### config.mk
export PLATFORM = sky130hd
export DESIGN_NAME = fp_minmax_reduce
export DESIGN_NICKNAME = d
export VERILOG_FILES = /design/src/rtl/fp_minmax_reduce.sv
export SDC_FILE = /design/constraint.sdc
export NUM_CORES = 1
export LEC_CHECK = 0
export ABC_CLOCK_PERIOD_IN_PS = 3700
export CORE_MARGIN = 4
export CORE_UTILIZATION = 49
export CTS_CLUSTER_SIZE = 14
export DETAILED_ROUTE_END_ITERATION = 6
export PLACE_DENSITY = 0.92
export SLEW_MARGIN = 10
export SYNTH_ARGS = -nofsm -noshare
export SYNTH_HDL_FRONTEND = slang
export SYNTH_SLANG_ARGS = --single-unit
### constraint.sdc
create_clock -name clk -period 3.7 [get_ports clk]
set_input_delay 0.925 -clock clk [delete_from_list [all_inputs] [get_ports clk]]
set_output_delay 0.925 -clock clk [all_outputs]
set_load 0.05 [all_outputs]
### src/rtl/fp_minmax_reduce.sv
// Streaming FMIN/FMAX reduction: folds a vector of floats into one accumulator
// through a single min_max stage, with sticky exception flags.

module min_max #(
  parameter int unsigned exp_width  = 8,
  parameter int unsigned mant_width = 24
) (
  input  logic [exp_width+mant_width-1:0] a,
  input  logic [exp_width+mant_width-1:0] b,
  input  logic                            op,
  output logic [exp_width+mant_width-1:0] out,
  output logic [4:0]                      exceptions
);
  localparam int unsigned W  = exp_width + mant_width;
  localparam int unsigned FW = mant_width - 1;
  localparam logic [W-1:0] QNAN = {1'b0, {exp_width{1'b1}}, 1'b1, {(FW-1){1'b0}}};

  logic w_a_sign, w_b_sign, w_a_nan, w_b_nan, w_a_snan, w_b_snan;
  logic w_a_lt_b, w_b_lt_a;
  logic [W-2:0] w_a_mag, w_b_mag;

  assign w_a_sign = a[W-1];
  assign w_b_sign = b[W-1];
  assign w_a_mag  = a[W-2:0];
  assign w_b_mag  = b[W-2:0];
  assign w_a_nan  = (&a[W-2 -: exp_width]) && (|a[FW-1:0]);
  assign w_b_nan  = (&b[W-2 -: exp_width]) && (|b[FW-1:0]);
  assign w_a_snan = w_a_nan && !a[FW-1];
  assign w_b_snan = w_b_nan && !b[FW-1];

  // Sign-magnitude ordering; -0 sorts below +0 so signed zeros resolve by sign.
  assign w_a_lt_b = (w_a_sign != w_b_sign) ? w_a_sign :
                    (w_a_sign ? (w_a_mag > w_b_mag) : (w_a_mag < w_b_mag));
  assign w_b_lt_a = (w_a_sign != w_b_sign) ? w_b_sign :
                    (w_b_sign ? (w_b_mag > w_a_mag) : (w_b_mag < w_a_mag));

  always_comb begin
    out        = a;
    exceptions = {(w_a_snan || w_b_snan), 4'b0000};
    if (w_a_nan && w_b_nan) out = QNAN;
    else if (w_a_nan)       out = b;
    else if (w_b_nan)       out = a;
    else if (op)            out = w_a_lt_b ? b : a;
    else                    out = w_b_lt_a ? b : a;
  end
endmodule

module fp_minmax_reduce #(
  parameter int unsigned exp_width  = 8,
  parameter int unsigned mant_width = 24,
  parameter int unsigned cnt_width  = 8
) (
  input  logic                            clk,
  input  logic                            rst,
  input  logic                            start,
  input  logic                            op,
  input  logic [cnt_width-1:0]            len,
  input  logic                            in_valid,
  output logic                            in_ready,
  input  logic [exp_width+mant_width-1:0] in_data,
  output logic                            out_valid,
  input  logic                            out_ready,
  output logic [exp_width+mant_width-1:0] out_data,
  output logic [4:0]                      exceptions,
  output logic                            busy
);
  localparam int unsigned W  = exp_width + mant_width;
  localparam int unsigned FW = mant_width - 1;
  localparam logic [W-1:0] QNAN = {1'b0, {exp_width{1'b1}}, 1'b1, {(FW-1){1'b0}}};

  typedef enum logic [1:0] {S_IDLE, S_ACCUM, S_DONE} state_t;

  state_t               r_state, w_next;
  logic                 r_op;
  logic [cnt_width-1:0] r_remaining;
  logic [W-1:0]         r_acc;
  logic [4:0]           r_flags;
  logic [W-1:0]         w_mm_out;
  logic [4:0]           w_mm_exc;
  logic                 w_fire;

  min_max #(
    .exp_width (exp_width),
    .mant_width(mant_width)
  ) u_min_max (
    .a         (r_acc),
    .b         (in_data),
    .op        (r_op),
    .out       (w_mm_out),
    .exceptions(w_mm_exc)
  );

  assign w_fire = in_valid && (r_state == S_ACCUM);

  always_ff @(posedge clk) begin
    if (rst) r_state <= S_IDLE;
    else     r_state <= w_next;
  end

  always_comb begin
    w_next = r_state;
    case (r_state)
      S_IDLE:  if (start) w_next = (len != '0) ? S_ACCUM : S_DONE;
      S_ACCUM: if (w_fire && r_remaining == cnt_width'(1)) w_next = S_DONE;
      S_DONE:  if (out_ready) w_next = S_IDLE;
      default: w_next = S_IDLE;
    endcase
  end

  always_comb begin
    in_ready   = (r_state == S_ACCUM);
    out_valid  = (r_state == S_DONE);
    busy       = (r_state != S_IDLE);
    out_data   = r_acc;
    exceptions = r_flags;
  end

  always_ff @(posedge clk) begin
    if (rst) begin
      r_op        <= 1'b0;
      r_remaining <= '0;
      r_acc       <= '0;
      r_flags     <= '0;
    end else if (r_state == S_IDLE && start) begin
      r_op        <= op;
      r_remaining <= len;
      r_acc       <= QNAN;
      r_flags     <= '0;
    end else if (w_fire) begin
      r_acc       <= w_mm_out;
      r_flags     <= r_flags | w_mm_exc;
      r_remaining <= r_remaining - 1'b1;
    end
  end
endmodule

# After elaboration in Yosys (flattened, before gate mapping)

Index checks and enable logic that the tools add are counted.

Add/sub/neg operators: 1
Bitwise gates (word level): 1
Muxes and demuxes: 19
Magnitude comparators: 4
Equal/unequal tests: 11
Reduce and logical (&&, ||, !) cells: 25

Operators by type and width:

| kind                                                                  | number |
|---|---|
| 32-bit two-way mux                                                    | 6 |
| 31-bit > comparator                                                   | 2 |
| 31-bit less-than comparator                                           | 2 |
| 31-bit two-way mux                                                    | 2 |
| 23-bit OR reduction                                                   | 2 |
| 8-bit two-way mux                                                     | 2 |
| 8-bit AND reduction                                                   | 2 |
| 8-bit by 1-bit equality test with 1-bit output, second input constant | 1 |
| 1-bit logical AND                                                     | 8 |
| 2-bit two-way mux                                                     | 4 |
| 4-bit AND reduction                                                   | 2 |
| 8-bit nonzero test                                                    | 1 |
| 8-bit by 1-bit subtractor with 8-bit output, second input constant    | 1 |
| 2-bit one-hot mux with 3 select lines                                 | 1 |
| 5-bit by 1-bit != test with 1-bit output, second input constant       | 1 |
| 5-bit bitwise OR                                                      | 1 |
| 5-bit nonzero test                                                    | 1 |
| 1-bit two-way mux                                                     | 4 |
| 2-bit by 1-bit != test with 1-bit output, second input constant       | 2 |
| 4-bit by 1-bit != test with 1-bit output, second input constant       | 1 |
| 4-bit by 3-bit != test with 1-bit output, second input constant       | 1 |
| 2-bit nonzero test                                                    | 2 |
| 4-bit nonzero test                                                    | 1 |
| 3-bit by 2-bit != test with 1-bit output, second input constant       | 1 |
| 9 further kinds                                                       | 10 |

Bits in registers: 48
Output and inout bits: 40
Word-level logic and storage cells: 67
Input port bits: 46

# Logic depth before layout (Yosys ltp)

Gate-level depths: netlist of the first run.

Word-level depth: 10
Mapped depth: 10
Depth with buffers taken out: 9

# By module

Synthesis of the first run repeated with hierarchy kept, for this count alone.

Cells, all modules: 430
Area total of the unflattened synthesis: 3337.0 sq um

By module, submodules not included:

| module           | instances | area each (sq um) | cells an instance | sequential area each (sq um) |
|---|---|---|---|---|
| fp_minmax_reduce | 1         | 1871.8            | 227               | 960.9 |
| min_max          | 1         | 1465.2            | 203               | 0.0 |

# Least setup slack after synthesis of the first run

OpenSTA, ideal clock, no wires.

Kind: input -> register
Start point: input in_data[29]
End point: register r_acc[29], in the netlist out_data[29]
Arrival time: 2795 ps
Setup time: 103 ps
Stages on the path: 10
Path slack: 802 ps
Buffers on the path: 1
Data required time: 3597 ps
Cell sequence: inv_1 > ha_1 > a21oi_1 > nand2_1 > a22oi_1 > o211ai_1 > a211o_4 > buf_6 > and3_4 > a2111oi_2

Word-level cells in the longest chain between the ends: 7
Elaborated cells between the ends (all ways): 23
Classes of those cells: 4 x order compare; 2 x eq/ne; 12 x mux; 5 x reduce/logical

Ends and longest elaborated chain:

| item                                                                | RTL line | RTL |
|---|---|---|
| start, declared                                                     | 60       | `input logic [exp_width+mant_width-1:0] in_data,` |
| branches (longest 7 deep; another with 31-bit less-than comparator) | -        |  |
| end signal, assigned                                                | 130      | `r_acc <= w_mm_out;` |
| end, declared                                                       | 76       | `logic [W-1:0] r_acc;` |

Several ways; the timed one is not identified. The select of a mux whose other input is x is not followed.
A chain may end at the register's enable or synchronous reset.

# Worst setup path in the final report of the first run

Start point: input in_data[8]
End point: register r_acc[8], in the netlist out_data[8]

Word-level cells in the longest chain between the ends: 5
Elaborated cells between the ends (all ways): 21
Classes of those cells: 4 x order compare; 2 x eq/ne; 10 x mux; 5 x reduce/logical

Ends and longest elaborated chain:

| item                                                                       | RTL line | RTL |
|---|---|---|
| 31-bit less-than comparator (tied with other cells)                        | 33       | `(w_a_sign ? (w_a_mag > w_b_mag) : (w_a_mag < w_b_mag));` |
| 1-bit two-way mux (tied with other cells)                                  | 33       |  |
| 1-bit two-way mux (tied with other cells)                                  | 32       | `assign w_a_lt_b = (w_a_sign != w_b_sign) ? w_a_sign :` |
| 4-bit by 1-bit != test with 1-bit output (no line) (tied with other cells) | -        |  |
| 4-bit AND reduction (no line) / 32-bit two-way mux (equally long branches) | -        |  |

Several ways; a longest one is shown, not always the timed one. The select of a mux whose other input is x is not followed.

==> impl_metrics.env, run 1 <==
export IMPL_hpwlAfterDp_mm=6.790
export IMPL_synth_area_per_cell_um2=8.050
export IMPL_dr_pass1_iters=5
export IMPL_synth_seq_area_share_pct=28.27
export IMPL_critical_path_max_stage_delay_ns=0.52
export IMPL_portBuffers=81
export IMPL_synth_edf_count=0
export IMPL_status="complete, no violations"
export IMPL_cpMostUsedCell="a21oi_1"
export IMPL_area_delta_synth_final_pct=32.09
export IMPL_drive_above_1_share_pct=6.183
export IMPL_drv_cap=0
export IMPL_startpoint_type="primary input"
export IMPL_grt_setup_unrepaired="false"
export IMPL_ant_nets=0
export IMPL_period_minus_slack_ns=3.436
export IMPL_rows=28
export IMPL_p_per_area_nw_per_um2=365.4
export IMPL_core_um2=6061
export IMPL_worst_pin_slew_ns=0.6945
export IMPL_clockBufferDepth=2
export IMPL_die_area_um2=7697
export IMPL_wire_per_inst_um=16.22
export IMPL_gp_congestion=0.8824
export IMPL_synth_warning_count=0
export IMPL_rrSetupSlack_ns=1.10
export IMPL_async_reset_ff_share_pct=0
export IMPL_cts_sinks=44
export IMPL_yosys_area_top_type="dfxtp_1"
export IMPL_cp_data_required_time_ns=3.94
export IMPL_cts_hold_buf=0
export IMPL_final_period_utilization_pct=92.86
export IMPL_ctsResizeCount=0
export IMPL_drcViolationCount=0
export IMPL_setup_viol=0
export IMPL_drtIter0Drc=182
export IMPL_grt_use_total_pct=23.74
export IMPL_tritoncts="done"
export IMPL_postCtsSetupRepairBufs=0
export IMPL_end_kind="register"
export IMPL_antenna_cells=0
export IMPL_power_static_leakage_nw=1.852
export IMPL_grt_pass1_vias=3069
export IMPL_grt_max_degree=25
export IMPL_final_common_cell="clkdlybuf4s50_1"
export IMPL_place_area_um2=4008
export IMPL_num_vias=3199
export IMPL_synthFlopType="dfxtp_1"
export IMPL_total_power_w=0.001504
export IMPL_final_cell_mix="81 x clkdlybuf4s50_1, 64 x nand2_1, 44 x dfxtp_1, 37 x nor2_1, 36 x inv_1"
export IMPL_synth_seq_cells=44
export IMPL_dieHeight_um=87.74
export IMPL_syn_area_um2=3115
export IMPL_wl_mm=8.824
export IMPL_ys_types=51
export IMPL_initial_core_util_pct=51.40
export IMPL_hold_class="register to register"
export IMPL_report_final_slew_viol_count=0
export IMPL_path_class="primary input to register"
export IMPL_timing_critical_path_buf_inv=3
export IMPL_grt_pass1_wl_mm=14.59
export IMPL_skew_ns=0.009327
export IMPL_max_slew_margin_pct=53.70
export IMPL_fp_dieW_um=87.74
export IMPL_synth_top_area_share_pct=28.27
export IMPL_clock_latency_ns=0.30
export IMPL_peakVddDrop_mv=0.2838
export IMPL_grt_ovfl_total=0
export IMPL_netlist_top_cells_area="dfxtp_1 28%, ha_1 13%, nand2_1 7.7%"
export IMPL_cts_buffers=5
export IMPL_nets=547
export IMPL_synthCells=387
export IMPL_fmax_mhz=291.1
export IMPL_avgViaCountPerCell=5.881
export IMPL_final_area_um2=4115
export IMPL_cts_max_level=2
export IMPL_clock_tree_root_cell="clkbuf_8"
export IMPL_crit_family="compound AO/OA/AOI/OAI gates"
export IMPL_final_hold_viol_count=0
export IMPL_io_pins=86
export IMPL_cp_max_fo=24
export IMPL_path_clk_slew_ns=0.09
export IMPL_path_cells="clkdlybuf4s50_1 > inv_1 > ha_1 > a21oi_1 > o21ai_1 > a221oi_2 > a21oi_1 > a211o_4 > a21oi_4 > buf_12 > mux2i_1"
export IMPL_antenna_found_initial=0
export IMPL_slowest_stage="clkdlybuf4s50_1"
export IMPL_arrival_ns=3.67
## power breakdown
group / total [W] / internal [W] / leakage, nW / switching, W
logic: 0.000572 / 0.000226 / 1.44 / 0.000346
clock network: 0.000373 / 0.000201 / 0.0552 / 0.000172
registers: 0.000559 / 0.000513 / 0.360 / 0.0000465
## sequential cells by signal, summed over array words and instances, names as in the netlist
register / count
out_data: 32
r_state: 2
r_op: 1
exceptions: 1
r_remaining: 8
## worst min-delay path, stage by stage, from the launching register on
cell	delay (ns)
dfxtp_1	0.32
o21ai_0	0.07
a21oi_1	0.06
## stage by stage
stage	utilization [%]	setup slack, ns	hold slack (ns)	instances	setup TNS [ns]
after detailed placement	66.12	-0.02291	0.4835	536	-0.2188
after CTS	67.90	0.2732	0.4954	544	0
after floorplan	-	0.8020	0.4509	390	0
after global routing	67.90	0.05914	0.5307	544	0
final	67.90	0.2643	0.4988	544	0
after global placement	66.12	0.1205	0.4648	536	0
## synth_stat cells, drive strengths merged, types with 2 or more instances
cell type and number:
nor3 6, o21ai 12, inv 36, nand2b 2
and2 2, mux2i 23, nand2 64, nor4 17
a211oi 11, a22oi 3, buf 10, and3 9
a222oi 2, nand3 3, a21oi 23, ha 33
xor2 2, nand4 13, nor2 37, a2111oi 9
nor2b 2, dfxtp 44, clkbuf 8, a221oi 5
## kinds of logic (layout without fill, tap and decap cells)
logic type / Yosys count / after routing / share of synthesized area, %
AO/OA/AOI/OAI: 72 / 72 / 17.47
XOR/XNOR: 2 / 2 / 0.5624
adder cells (fa/ha/maj): 33 / 33 / 13.25
buffers and inverters: 54 / 133 / 7.992
flip-flops: 44 / 44 / 28.27
multiplexers: 23 / 23 / 7.390
other: 1 / 4 / 0.1204
AND/OR/NAND/NOR: 158 / 158 / 24.94
## final cells by class
cell class	count	area, um^2
Clock buffer	6	72.57
Clock inverter	2	35.03
Fill cell	471	1946
Inverter	36	135.1
Multi-Input combinational cell	292	2002
Sequential cell	44	880.8
Tap cell	75	93.84
Timing Repair Buffer	89	895.9
## worst paths after layout
kind | start | depth (start not counted) | to
worst max-delay path | in_data[8] | 11 | out_data[8]
worst min-delay path | r_remaining[7] | 2 | r_remaining[7]
worst max register to register | out_data[8] | 9 | out_data[8]
worst min register to register | r_remaining[7] | 2 | r_remaining[7]
## metal layers
layer | track usage, % | part of all wire, % | up-vias
met1 | 31.20 | 43 | 1500
met4 | 9.484 | 2.5 | 0
li1 | - | - | 1552
met3 | 4.421 | 6.4 | 21
met2 | 38.36 | 49 | 126
met5 | 0 | 0 | -
Note: power is estimated with default switching activity, not from simulation.
==> run 2: changes to the inputs <==
- ABC_CLOCK_PERIOD_IN_PS: 3700 -> 4300
- CORE_UTILIZATION: 49 -> 53
- PLACE_DENSITY: 0.92 -> 0.95
- clock period: 3.7 -> 4.3 ns (I/O delays scaled with it)
==> run 2 against run 1 <==
  * Clock skew decreased by 0.0025 ns
  * Wire length rose by 2.0%
  * Worst hold slack improved by 0.0069 ns
  * Setup slack worse by 0.15 ns
  * Largest cell class unchanged
  * Die area is 6.9% lower
  * Critical path depth down 1
  * Via count increased by 2.3%
  * Cell count decreased by 1.3%
  * Register-to-register slack about the same
==> impl_metrics.env, run 2 (same netlist as run 1, synthesis figures left out) <==
export IMPL_postCtsSetupRepairBufs=0
export IMPL_peakVddDrop_mv=0.2102
export IMPL_gp_congestion=0.8889
export IMPL_power_internal_w=0.0007601
export IMPL_power_static_leakage_nw=1.813
export IMPL_p_per_area_nw_per_um2=306.5
export IMPL_antenna_found_initial=0
export IMPL_fmax_mhz=239.0
export IMPL_avgViaCountPerCell=6.091
export IMPL_cp_data_required_time_ns=4.51
export IMPL_final_hold_viol_count=0
export IMPL_dr_pass1_iters=6
export IMPL_tritoncts="done"
export IMPL_antenna_cells=0
export IMPL_grt_setup_unrepaired="false"
export IMPL_switchingPower_w=0.0004779
export IMPL_switching_share_pct=38.60
export IMPL_setup_viol=0
export IMPL_grt_pass1_vias=3250
export IMPL_grt_max_degree=31
export IMPL_hold_ws_ns=0.5058
export IMPL_period_minus_slack_ns=4.184
export IMPL_path_class="primary input to register"
export IMPL_grt_pass1_wl_mm=14.70
export IMPL_clkPwrFrac_pct=22.1
export IMPL_num_vias=3271
export IMPL_status="complete, no violations"
export IMPL_grt_ovfl_total=0
export IMPL_ctsResizeCount=0
export IMPL_combPwrFrac_pct=39.1
export IMPL_dieHeight_um=84.67
export IMPL_fin_tns_setup_ns=0
export IMPL_path_clk_slew_ns=0.08
export IMPL_cts_hold_buf=0
export IMPL_drtIter0Drc=228
export IMPL_portBuffers=81
export IMPL_ant_nets=0
export IMPL_startpoint_type="primary input"
export IMPL_slowest_stage="a21oi_4"
export IMPL_clock_tree_root_cell="clkbuf_8"
export IMPL_final_common_cell="clkdlybuf4s50_1"
export IMPL_clockBufferDepth=2
export IMPL_arrival_ns=4.40
export IMPL_final_period_utilization_pct=97.30
export IMPL_grt_use_total_pct=24.88
export IMPL_max_slew_margin_pct=26.77
export IMPL_cts_sinks=44
export IMPL_clock_latency_ns=0.30
export IMPL_path_cells="clkdlybuf4s50_1 > inv_1 > ha_1 > nand4_2 > nor4_2 > nand2b_1 > a21oi_1 > a211o_4 > a21oi_4 > mux2i_1"
export IMPL_multi_input_area_um2=2002
export IMPL_wl_mm=9.000
export IMPL_fillers=464
export IMPL_hold_class="register to register"
export IMPL_finalNonFillerCells=537
export IMPL_wire_per_inst_um=16.76
export IMPL_cp_max_fo=24
export IMPL_drv_cap=0
export IMPL_area_delta_synth_final_pct=29.64
export IMPL_dp_cells=529
export IMPL_fp_dieW_um=84.67
export IMPL_drcViolationCount=0
export IMPL_rows=27
export IMPL_seqCellArea_um2=880.8
export IMPL_cts_buffers=5
export IMPL_drive_above_1_share_pct=5.161
export IMPL_core_um2=5608
export IMPL_cts_max_level=2
export IMPL_skew_ns=0.006800
export IMPL_total_power_w=0.001238
export IMPL_io_pins=86
export IMPL_power_frac_seq_pct=38.9
export IMPL_report_final_slew_viol_count=0
export IMPL_die_area_um2=7169
export IMPL_worst_pin_slew_ns=1.098
export IMPL_critical_path_max_stage_delay_ns=0.81
export IMPL_largest_register_ffs=32
export IMPL_final_cell_mix="81 x clkdlybuf4s50_1, 64 x nand2_1, 44 x dfxtp_1, 37 x nor2_1, 36 x inv_1"
export IMPL_hpwlAfterDp_mm=6.756
export IMPL_end_kind="register"
export IMPL_final_core_util_pct=72.02
export IMPL_initial_core_util_pct=55.56
export IMPL_nets=543
run 2: final timing paths:
| path | start | end | slack [ns] | depth (start not counted) |
|---|---|---|---|---|
| max | in_data[13] | out_data[4] | 0.12 | 10 |
| min | out_data[1] | out_data[1] | 0.51 | 2 |
| max reg2reg | out_data[13] | out_data[4] | 1.11 | 8 |
| min reg2reg | out_data[1] | out_data[1] | 0.51 | 2 |
run 2: routing by layer:
layer	vias to the layer above	global-route usage (%)	routed length, um
met5	-	0	0
met4	0	12.66	347
met3	34	4.122	597
met2	158	44.77	4493
met1	1533	28.02	3562
li1	1546	-	-
run 2: area by class of cell:
class | instances | area share [%]
Sequential cell | 44 | 21.81
Inverter | 36 | 3.346
Multi-Input combinational cell | 292 | 49.57
Tap cell | 72 | 2.230
Clock buffer | 8 | 2.230
Timing Repair Buffer | 85 | 20.82
run 2: power by group through the flow:
stage	sequential (W)	combinational (W)	clock (W)
6_report	0.000481	0.000484	0.000273
3_5_place_dp	0.000489	0.000477	0
3_3_place_gp	0.000487	0.000463	0
4_1_cts	0.000480	0.000481	0.000277
5_1_grt	0.000486	0.000521	0.000289
2_1_floorplan	0.000548	0.000264	0
run 2: critical path, delay by kind of cell:
family | cells | cell delay (ns)
AO/OA/AOI/OAI | 3 | 1.23
AND/OR/NAND/NOR | 3 | 0.81
buffers and inverters | 2 | 0.58
adder cells (fa/ha/maj) | 1 | 0.35
multiplexers | 1 | 0.34
run 2: through the flow:
step                      instance area (um^2)  setup slack [ns]
after global placement                    3949            0.2096
after CTS                                 4039            0.1903
final                                     4039            0.1163
after detailed placement                  3949           0.02287
after floorplan                           3127             1.252
after global routing                      4039           0.05447
